### src/rtl/alu_pkg.sv
// Shared opcode constants, FSM state type and opcode helpers for the alu_mc block.
package alu_pkg;

   localparam logic [3:0] OP_AND  = 4'b0000;
   localparam logic [3:0] OP_OR   = 4'b0001;
   localparam logic [3:0] OP_ADD  = 4'b0010;
   localparam logic [3:0] OP_MUL  = 4'b0011;
   localparam logic [3:0] OP_SLT  = 4'b0100;
   localparam logic [3:0] OP_XOR  = 4'b0101;
   localparam logic [3:0] OP_SUB  = 4'b0110;
   localparam logic [3:0] OP_DIVU = 4'b0111;
   localparam logic [3:0] OP_SRL  = 4'b1000;
   localparam logic [3:0] OP_SLL  = 4'b1001;
   localparam logic [3:0] OP_SRA  = 4'b1010;

   typedef enum logic [1:0] {IDLE, CALC, DONE} state_t;

   function automatic logic is_muldiv(input logic [3:0] op);
      return (op == OP_MUL) || (op == OP_DIVU);
   endfunction

endpackage

### src/rtl/alu_if.sv
// Command/result handshake bundle between an ALU client (master) and alu_mc (slave).
interface alu_if #(
   parameter int WIDTH = 32
);
   logic                    in_valid;
   logic                    in_ready;
   logic signed [WIDTH-1:0] op1;
   logic signed [WIDTH-1:0] op2;
   logic [3:0]              alu_op;
   logic                    out_valid;
   logic                    out_ready;
   logic signed [WIDTH-1:0] result;
   logic                    zero;

   modport master (
      output in_valid, op1, op2, alu_op, out_ready,
      input  in_ready, out_valid, result, zero
   );

   modport slave (
      input  in_valid, op1, op2, alu_op, out_ready,
      output in_ready, out_valid, result, zero
   );
endinterface

### src/rtl/alu_muldiv.sv
// Iterative unit: shift-add multiply (low half) or restoring unsigned divide, one bit per cycle.
module alu_muldiv #(
   parameter int WIDTH = 32
) (
   input  logic             clk,
   input  logic             rst,
   input  logic             start_i,
   input  logic             div_i,
   input  logic [WIDTH-1:0] a_i,
   input  logic [WIDTH-1:0] b_i,
   output logic             done_o,
   output logic [WIDTH-1:0] result_o
);
   localparam int CNT_W = $clog2(WIDTH);

   logic             busy_q, div_q;
   logic [CNT_W-1:0] cnt_q;
   logic [WIDTH-1:0] sh_q, sh_d, b_q, b_d;
   logic [WIDTH:0]   acc_q, acc_d, rem_sh, diff;

   // sh holds multiplier / dividend-then-quotient; acc holds product / partial remainder
   always_comb begin
      rem_sh = {acc_q[WIDTH-1:0], sh_q[WIDTH-1]};
      diff   = rem_sh - {1'b0, b_q};
      if (div_q) begin
         b_d   = b_q;
         sh_d  = {sh_q[WIDTH-2:0], ~diff[WIDTH]};
         acc_d = diff[WIDTH] ? rem_sh : diff;
      end else begin
         b_d   = b_q << 1;
         sh_d  = sh_q >> 1;
         acc_d = sh_q[0] ? acc_q + {1'b0, b_q} : acc_q;
      end
   end

   assign done_o   = busy_q && (cnt_q == CNT_W'(WIDTH - 1));
   assign result_o = div_q ? sh_d : acc_d[WIDTH-1:0];

   always_ff @(posedge clk or posedge rst) begin
      if (rst) begin
         busy_q <= 1'b0;
         div_q  <= 1'b0;
         cnt_q  <= '0;
         sh_q   <= '0;
         b_q    <= '0;
         acc_q  <= '0;
      end else if (start_i) begin
         busy_q <= 1'b1;
         div_q  <= div_i;
         cnt_q  <= '0;
         sh_q   <= a_i;
         b_q    <= b_i;
         acc_q  <= '0;
      end else if (busy_q) begin
         sh_q   <= sh_d;
         b_q    <= b_d;
         acc_q  <= acc_d;
         cnt_q  <= cnt_q + CNT_W'(1);
         if (done_o) busy_q <= 1'b0;
      end
   end
endmodule

### src/rtl/alu_mc.sv
// Multi-cycle ALU with valid/ready handshake; MUL/DIVU exist only when ALU_MC_MULDIV_EN is defined.
module alu_mc
   import alu_pkg::*;
#(
   parameter int WIDTH   = 32,
   parameter int SHAMT_W = $clog2(WIDTH)
) (
   input logic  clk,
   input logic  rst,
   alu_if.slave bus
);
   state_t                  state_q, state_d;
   logic signed [WIDTH-1:0] res_q, res_d;

   function automatic logic signed [WIDTH-1:0] alu_fn(input logic [3:0]              op,
                                                      input logic signed [WIDTH-1:0] a,
                                                      input logic signed [WIDTH-1:0] b);
      logic [SHAMT_W-1:0]      sh;
      logic signed [WIDTH-1:0] r;
      sh = b[SHAMT_W-1:0];
      case (op)
         OP_AND:  r = a & b;
         OP_OR:   r = a | b;
         OP_XOR:  r = a ^ b;
         OP_ADD:  r = a + b;
         OP_SUB:  r = a - b;
         OP_SLT:  r = {{(WIDTH-1){1'b0}}, (a < b)};
         OP_SRL:  r = $signed($unsigned(a) >> sh);
         OP_SLL:  r = a << sh;
         OP_SRA:  r = a >>> sh;
         default: r = '0;
      endcase
      return r;
   endfunction

`ifdef ALU_MC_MULDIV_EN
   logic             md_start, md_done;
   logic [WIDTH-1:0] md_result;

   alu_muldiv #(.WIDTH(WIDTH)) u_muldiv (
      .clk      (clk),
      .rst      (rst),
      .start_i  (md_start),
      .div_i    (bus.alu_op == OP_DIVU),
      .a_i      (bus.op1),
      .b_i      (bus.op2),
      .done_o   (md_done),
      .result_o (md_result)
   );
`endif

   always_comb begin
      state_d = state_q;
      res_d   = res_q;
`ifdef ALU_MC_MULDIV_EN
      md_start = 1'b0;
`endif
      case (state_q)
         IDLE: begin
            if (bus.in_valid) begin
`ifdef ALU_MC_MULDIV_EN
               if (is_muldiv(bus.alu_op)) begin
                  state_d  = CALC;
                  md_start = 1'b1;
               end else
`endif
               begin
                  state_d = DONE;
                  res_d   = alu_fn(bus.alu_op, bus.op1, bus.op2);
               end
            end
         end
`ifdef ALU_MC_MULDIV_EN
         CALC: begin
            if (md_done) begin
               state_d = DONE;
               res_d   = $signed(md_result);
            end
         end
`endif
         DONE:    if (bus.out_ready) state_d = IDLE;
         default: state_d = IDLE;
      endcase
   end

   always_ff @(posedge clk or posedge rst) begin
      if (rst) begin
         state_q <= IDLE;
         res_q   <= '0;
      end else begin
         state_q <= state_d;
         res_q   <= res_d;
      end
   end

   assign bus.in_ready  = (state_q == IDLE);
   assign bus.out_valid = (state_q == DONE);
   assign bus.result    = res_q;
   assign bus.zero      = (res_q == '0);
endmodule

### src/flat_wrapper.sv
// flat-port wrapper written by rule: the top's interface ports become plain ports
module alu_mc_flat import alu_pkg::*;
#(
   parameter int WIDTH   = 32,
   parameter int SHAMT_W = $clog2(WIDTH)
)
  (clk, rst, bus_in_valid, bus_op1, bus_op2, bus_alu_op, bus_out_ready, bus_in_ready, bus_out_valid, bus_result, bus_zero);
  alu_if #(.WIDTH(WIDTH)) bus_i ();
  input logic clk;
  input logic rst;
  input wire logic [$bits(bus_i.in_valid)-1:0] bus_in_valid;
  input wire logic [$bits(bus_i.op1)-1:0] bus_op1;
  input wire logic [$bits(bus_i.op2)-1:0] bus_op2;
  input wire logic [$bits(bus_i.alu_op)-1:0] bus_alu_op;
  input wire logic [$bits(bus_i.out_ready)-1:0] bus_out_ready;
  output wire logic [$bits(bus_i.in_ready)-1:0] bus_in_ready;
  output wire logic [$bits(bus_i.out_valid)-1:0] bus_out_valid;
  output wire logic [$bits(bus_i.result)-1:0] bus_result;
  output wire logic [$bits(bus_i.zero)-1:0] bus_zero;
  assign bus_i.in_valid = bus_in_valid;
  assign bus_i.op1 = bus_op1;
  assign bus_i.op2 = bus_op2;
  assign bus_i.alu_op = bus_alu_op;
  assign bus_i.out_ready = bus_out_ready;
  assign bus_in_ready = bus_i.in_ready;
  assign bus_out_valid = bus_i.out_valid;
  assign bus_result = bus_i.result;
  assign bus_zero = bus_i.zero;
  alu_mc #(.WIDTH(WIDTH), .SHAMT_W(SHAMT_W)) u_core (.clk(clk), .rst(rst), .bus(bus_i));
endmodule
### config.mk
export PLATFORM = sky130hd
export DESIGN_NAME = alu_mc_flat
export DESIGN_NICKNAME = d
export VERILOG_FILES = /design/src/rtl/alu_pkg.sv /design/src/rtl/alu_if.sv /design/src/rtl/alu_muldiv.sv /design/src/rtl/alu_mc.sv /design/src/flat_wrapper.sv
export SDC_FILE = /design/constraint.sdc
export NUM_CORES = 1
export LEC_CHECK = 0
export ABC_AREA = 1
export CAP_MARGIN = 30
export CORE_MARGIN = 2
export CORE_UTILIZATION = 50
export CTS_CLUSTER_DIAMETER = 30
export DETAILED_ROUTE_END_ITERATION = 10
export GPL_ROUTABILITY_DRIVEN = 0
export PLACE_DENSITY_LB_ADDON = 0.2
export SYNTH_ARGS = -nofsm -noshare
export SYNTH_HDL_FRONTEND = slang
export SYNTH_HIERARCHICAL = 1
export SYNTH_SLANG_ARGS = --single-unit
### constraint.sdc
create_clock -name clk -period 1.4 [get_ports clk]
set_input_delay 0.14 -clock clk [delete_from_list [all_inputs] [get_ports clk]]
set_output_delay 0.14 -clock clk [all_outputs]
set_load 0.01 [all_outputs]
==> results of run 1 <==
==> through the flow <==
step                      TNS [ns]  util [%]  cell area [um^2]  worst slack (ns)  instances
after global placement      -35.91      70.2             15900             -1.40       3028
after floorplan             -11.76         -             11800            -0.452       2324
after CTS                   -10.95      81.2             18400            -0.404       3095
after detailed placement    -36.88      70.2             15900             -1.44       3028
==> cell families after synthesis <==
kind of cell,count (synthesis),share of synthesized area (%)
AO/OA/AOI/OAI,182,8.87
AND/OR/NAND/NOR,1563,57.3
adder cells (fa/ha/maj),104,11.4
buffers and inverters,442,15.3
flip-flops,33,7.17
==> per-layer routing <==
layer  overflow  track usage [%]
met5          0             19.0
met1          0             65.9
met2          0             81.2
met4          2             59.7
met3          0             46.1
==> repair_timing <==
| action | 4_1_cts |
|---|---|
| hold buffers | 0 |
| endpoints found under the setup margin | 62 |
| resized for setup | 774 |
| pin swaps | 210 |
| gates cloned | 5 |
| buffers inserted | 56 |
| hold endpoints to repair | 0 |
==> impl_metrics.tcl, run 1 <==
set metrics [dict create \
    synth_most_common_cell "nand2_1" \
    first_global_vias 21081 \
    syn-instance-count 2324 \
    synth_nets 2500 \
    cts_root_buffer "clkbuf_16" \
    portBuffers 106 \
    die_w_um 156 \
    synthTopCellsByArea "nand2_1, nand3_1, ha_1" \
    clock-sinks 33 \
    ys.warnings.count 6 \
    firstError "[ERROR GRT-0116] Global routing finished with congestion. Check the congestion regions in the DRC Viewer." \
    dieHeight_um 156 \
    synth_async_sr_flop_share_pct 100 \
    start_util_pct 50.9 \
    syn_area_um2 11500 \
    status "stopped before the end" \
    grt_usage_pct 63.8 \
    clk_path_buf_depth 2 \
    numCtsBuffers 5 \
    htreeDepth 2 \
    stop_stage "global routing (5_1_grt)" \
    io_pins 107 \
    ys_ff_latch 33 \
    grt_max_degree 58 \
    synth_top_flop_cell "dfrtp_1" \
    synth_top_area_share_pct 29.0 \
    avgSynthCellArea_um2 4.96 \
    grt_pass1_wl_mm 120 \
    synth_edf_count 0 \
    ys_seq_area_share_pct 7.17 \
    dp_hpwl_mm 45.8 \
    synth_top_area_cell "nand2_1" \
    synthTopCellsByCount "nand2_1, nand3_1, inv_1" \
    num_rows 55 \
    ys_types 38 \
    grt.overflow.total 2 \
]
==> run 2, diff against run 1 <==
- CORE_UTILIZATION: 50 -> 35
- CTS_CLUSTER_DIAMETER: 30 -> not set
- PLACE_DENSITY_LB_ADDON: 0.2 -> 0.15
==> run 2 against run 1 <==
  * The flow now finishes, with violations (setup timing)
  * Synthesized cell count did not move
  * Synthesized area stayed put
==> impl_metrics.tcl, run 2 <==
set metrics [dict create \
    status "finished with violations" \
    violations "setup timing" \
    die_w_um 185 \
    numCtsBuffers 5 \
    portBuffers 106 \
    crit_chain "buf_8 -> buf_6 -> ha_4 -> fa_2 -> buf_6 -> nand2_2 -> o21ai_2 -> a21oi_2 -> nand2_2 -> a21oi_2 -> nand3_1 -> o21ai_1 -> buf_4 -> nand2_1" \
    max_freq_mhz 550 \
    final_common_cell "nand2_1" \
    io_pins 107 \
    dp_hpwl_mm 50.6 \
    final_util_pct 62.0 \
    dp_slack_ns -1.34 \
    synthTopCellsByCount "nand2_1, nand3_1, inv_1" \
    start_util_pct 35.5 \
    grt.overflow.total 0 \
    via_per_inst 5.50 \
    fin_ws_ns -0.417 \
    period_needed_ns 1.82 \
    dieHeight_um 185 \
    grt_pass1_wl_mm 94.5 \
    cp_top_family "adder cells" \
    seqCellArea_um2 826 \
    clock_latency_ns 0.28 \
    hold_violations 0 \
    syn_area_um2 11500 \
    drt_iter0_markers 2011 \
    setup_viol 33 \
    worstSetupStartpointType "input pin" \
    ys_seq_area_share_pct 7.17 \
    slew_viol_final 0 \
    cp_data_arrival_time_ns 1.99 \
    hold-worst-slack_ns 0.201 \
    path_max_fanout 3 \
    setup.worst_path.start "bus_op2[0]" \
    synth_top_area_share_pct 29.0 \
    first_global_vias 17110 \
    slew-limit-headroom_pct 74.5 \
    hold_path_class "input pin to asynchronous set/reset pin" \
    flow.area_growth_from_synthesis_pct 74.6 \
    irDropWorstVdd_mv 0.586 \
    worst-path-buf-inv 4 \
    synth_top_area_cell "nand2_1" \
    num_rows 66 \
    synth_most_common_cell "nand2_1" \
    synth_async_sr_flop_share_pct 100 \
    htreeDepth 2 \
    cp_slowest_cell "fa_2" \
    avgRoutedWirePerCell_um 19.5 \
    finalNetCount 3025 \
    cts_root_buffer "clkbuf_16" \
    vias 18095 \
    period_share_pct 130 \
    powerDensity_nw_per_um2 536 \
    fin_setup_tns_ns -10.23 \
    grt_max_degree 54 \
    ant_nets 0 \
    critPathCaptureType "flip-flop" \
    drtPass1Iterations 6 \
    post-route-drc-count 0 \
    n_antenna_cell 0 \
    rsz0062_at_grt "true" \
    multiInputGateArea_um2 11900 \
    grt_usage_pct 35.7 \
    ys_types 38 \
    path_class "input pin to flip-flop" \
    die_area_um2 34400 \
    reg2reg_from "u_core/state_q[1]" \
    drive_gt1_share_pct 45.9 \
    p_leak_uw 0.0109 \
    clk_path_buf_depth 2 \
    antenna_found_initial 1 \
    coreArea_um2 32500 \
    synth_nets 2500 \
    routed_wl_mm 64.0 \
    synth_edf_count 0 \
    syn-instance-count 2324 \
    ys.warnings.count 6 \
    ys_ff_latch 33 \
    cts_hold_buffers 0 \
    synthTopCellsByArea "nand2_1, nand3_1, ha_1" \
    cts.reportedPaths.clkPinSlew_ns 0.06 \
    r2r_cells 6 \
    cts_tree "built" \
    drv_cap 0 \
    fillers 3002 \
    crit_cells 14 \
    mostFrequentLayoutCells "nand2_1, buf_4, nand3_1" \
    tightest_slew_ns 0.378 \
    synth_top_flop_cell "dfrtp_1" \
    crit_path_max_incr_delay_ns 0.37 \
    required_ns 1.57 \
    skew_ns 0.0104 \
    avgSynthCellArea_um2 4.96 \
    clock-sinks 33 \
    largest_reg_flops 32 \
]
-- run 2: cells by family (layout without fill, tap and decap cells) --
| group | after synthesis | after routing | synth area share [%] |
|---|---|---|---|
| adders and majority gates | 104 | 104 | 11.4 |
| AOI/OAI and AO/OA | 182 | 182 | 8.87 |
| buffers and inverters | 442 | 968 | 15.3 |
| DFF | 33 | 33 | 7.17 |
| and+or+nand+nor | 1563 | 1563 | 57.3 |
-- run 2: repair_timing --
| action | 4_1_cts | 5_1_grt |
|---|---|---|
| setup buffers | 35 | 16 |
| endpoints found under the setup margin | 55 | 40 |
| pin swaps | 208 | 193 |
| cloned | 0 | 3 |
| gates resized for setup | 860 | 393 |
-- run 2: cell type report --
| class | instances | share of cell area [%] |
|---|---|---|
| Sequential cell | 33 | 4.10 |
| Timing Repair Buffer | 615 | 26.3 |
| Clock buffer | 7 | 0.709 |
| Tap cell | 442 | 2.75 |
| Clock inverter | 1 | 0.149 |
| Multi-Input combinational cell | 1849 | 59.3 |
| Inverter | 345 | 6.75 |
-- run 2: path summary, 6_finish.rpt --
path | endpoint | slack [ns]
worst max register to register | u_core/bus.result[1] | 0.20
worst min register to register | u_core/bus.result[23] | 0.58
max in group asynchronous | u_core/bus.result[10] | 1.01
worst max-delay path | u_core/bus.result[2] | -0.42
worst min-delay path | u_core/bus.result[20] | 0.20
min in group clk | u_core/bus.result[6] | 0.43
-- run 2: report_power, final --
| part | total, uW | switching [uW] | internal (uW) |
|---|---|---|---|
| sequential | 1250 | 113 | 1140 |
| clock | 1270 | 382 | 887 |
| combinational | 8260 | 4730 | 3530 |
-- run 2: worst min-delay path, stage by stage --
cell and delay [ns]:
clkdlybuf4s50_1 0.39, inv_1 0.10, buf_12 0.20
-- run 2: metrics by stage --
step / instances / total power, uW / instance area [um^2]
2_1_floorplan: 2324 / 4310 / 11800
4_1_cts: 3274 / 9920 / 18700
6_report: 3292 / 10800 / 20100
3_3_place_gp: 3231 / 7640 / 16500
5_1_grt: 3292 / 11400 / 20100
3_5_place_dp: 3231 / 7700 / 16500
-- run 2: routing by layer --
metal / vias to the layer above / GRT usage (%) / wire [um]
li1: 8450 / - / -
met1: 8281 / 46.4 / 25800
met5: - / 0 / 13
met2: 1103 / 56.0 / 27200
met4: 2 / 21.6 / 4800
met3: 259 / 4.95 / 6300
Power figures use the tool's default switching activity.
==> run 3, diff against run 2 <==
- CORE_ASPECT_RATIO: not set -> 2
- CTS_CLUSTER_SIZE: not set -> 24
==> run 3 against run 2 <==
  * The flow still finishes with violations (setup timing)
  * Clock-buffer cell count decreased by 1
  * Sequential power barely moved
  * Global-route usage grew 5.5 points
  * Wire length grew 19%
  * Flip-flop and latch count unchanged
  * Sequential share of layout area fell by 0.32 points
==> impl_metrics.tcl, run 3 (synthesized netlist as in run 2, its figures left out) <==
set metrics [dict create \
    clock-sinks 33 \
    numCtsBuffers 5 \
    period_share_pct 133 \
    cts_tree "built" \
    flow.area_growth_from_synthesis_pct 89.5 \
    grtUsageMet2_pct 74.3 \
    die_w_um 132 \
    cts.reportedPaths.clkPinSlew_ns 0.05 \
    coreArea_um2 32700 \
    largest_reg_flops 32 \
    htreeDepth 2 \
    antenna_found_initial 1 \
    status "finished with violations" \
    slew-limit-headroom_pct 69.9 \
    final_common_cell "nand2_1" \
    cp_data_arrival_time_ns 2.03 \
    violations "setup timing" \
    grt-busiest-layer "met2" \
    critPathCaptureType "flip-flop" \
    routed_wl_mm 76.4 \
    worst-path-buf-inv 4 \
    drt_iter0_markers 1788 \
    dp_hpwl_mm 53.9 \
    skew_ns 0.00161 \
    slew_viol_final 0 \
    powerDensity_nw_per_um2 530 \
    cp_common_cell "nand2_1" \
    irDropWorstVdd_mv 0.583 \
    finalNetCount 3098 \
    required_ns 1.57 \
    dp_slack_ns -2.11 \
    seqCellArea_um2 826 \
    cp_top_family "simple AND/OR/NAND/NOR gates" \
    start_util_pct 35.2 \
    rsz0062_at_grt "true" \
    grt_max_degree 44 \
    path_class "input pin to flip-flop" \
    grt.overflow.total 0 \
    drv_cap 0 \
    ant_nets 0 \
    fin_ws_ns -0.458 \
    portBuffers 106 \
    die_area_um2 34500 \
    cts_root_buffer "clkbuf_16" \
    grt.met3_usage_pct 7.36 \
    placed_area_um2 16600 \
    clock_latency_ns 0.29 \
    crit_path_max_incr_delay_ns 0.33 \
    period_needed_ns 1.86 \
    grt_usage_pct 41.1 \
    fillers 2814 \
    stdcell_area_um2 21800 \
    tightest_slew_ns 0.449 \
    hold_violations 0 \
    final_util_pct 66.8 \
    num_rows 94 \
    cts_hold_buffers 0 \
    avgRoutedWirePerCell_um 22.8 \
    p_leak_uw 0.0116 \
    mostFrequentLayoutCells "nand2_1, buf_4, nand3_1" \
    multiInputGateArea_um2 12900 \
    cp_slowest_cell "o21ai_4" \
    setup_viol 33 \
    dieHeight_um 261 \
    post-route-drc-count 0 \
    grt_pass1_wl_mm 107 \
    via_per_inst 5.80 \
    io_pins 107 \
    drive_gt1_share_pct 51.4 \
    hold_path_class "input pin to asynchronous set/reset pin" \
    worstSetupStartpointType "input pin" \
    vias 19472 \
    drtPass1Iterations 8 \
    clk_path_buf_depth 2 \
    crit_chain "buf_8 -> buf_12 -> buf_16 -> nand2_2 -> nand3_2 -> nand3_1 -> nand2_2 -> o21ai_4 -> buf_4 -> nor2_1 -> nor2_1 -> nand2_1 -> nand2_1 -> nand2_1" \
    path_max_fanout 15 \
    first_global_vias 18966 \
    max_freq_mhz 538 \
    use_met1_pct 37.0 \
]
-- run 3: cell count changes in the layout (fill, tap and decap cells not counted), sizes merged, moves of 2 or more --
cell,previous run,this run
inv,344,346
buf,557,632
clkinv,1,3
clkbuf,16,7
dlygate4sd2,31,37
dlymetal6s2s,8,1
clkdlybuf4s15,6,9
-- run 3: what timing repair did --
| action | in CTS | in global routing |
|---|---|---|
| resized for setup | 1142 | 352 |
| gates cloned | 12 | 0 |
| setup buffers | 68 | 21 |
| pin swaps | 277 | 173 |
| endpoints found under the setup margin | 65 | 34 |
-- run 3: final timing paths --
kind | from | to | slack, ns | cells after the start
max | bus_op2[0] | u_core/bus.result[0] | -0.46 | 14
min | rst | u_core/bus.result[7] | 0.20 | 3
max reg2reg | u_core/state_q[1] | u_core/bus.result[26] | 0.28 | 6
min reg2reg | u_core/bus.result[13] | u_core/bus.result[13] | 0.57 | 3
max in group asynchronous | rst | u_core/bus.result[30] | 1.02 | 3
min in group clk | bus_out_ready | u_core/state_q[1] | 0.44 | 2
-- run 3: final cells by class --
class | instances | share of cell area, %
timing repair inverter | 3 | 0.189
sequential | 33 | 3.78
timing repair buffer | 685 | 27.7
clock buffer | 6 | 0.590
inverter | 345 | 6.38
clock inverter | 2 | 0.0458
antenna | 1 | 0.0115
tap | 432 | 2.48
multi-input combinational | 1849 | 58.9
-- run 3: worst min-delay path: stages --
cell	delay (ns)
clkdlybuf4s50_1	0.40
inv_1	0.09
buf_12	0.21
-- run 3: per-stage QoR --
stage	power (uW)	TNS [ns]	hold WS, ns	std cells
after floorplan	4310	-11.76	0.250	2324
after global placement	7760	-39.05	0.502	3251
after detailed placement	7820	-39.82	0.507	3251
after CTS	10500	-8.51	0.199	3339
after global routing	12100	-13.26	0.245	3355
final	11600	-11.51	0.203	3356
-- run 3: per-layer routing --
metal  wire length, um  vias to the layer above
li1                  -                     8599
met1             22700                     8911
met2             36900                     1337
met3              6430                      625
met4             10500                        0
met5                 0                        -
-- run 3: report_power, final --
group	internal (uW)	leakage, uW	total (uW)	switching (uW)
registers	1140	0.000435	1270	129
clock network	651	0.0000706	1040	392
logic	3950	0.0111	9250	5300
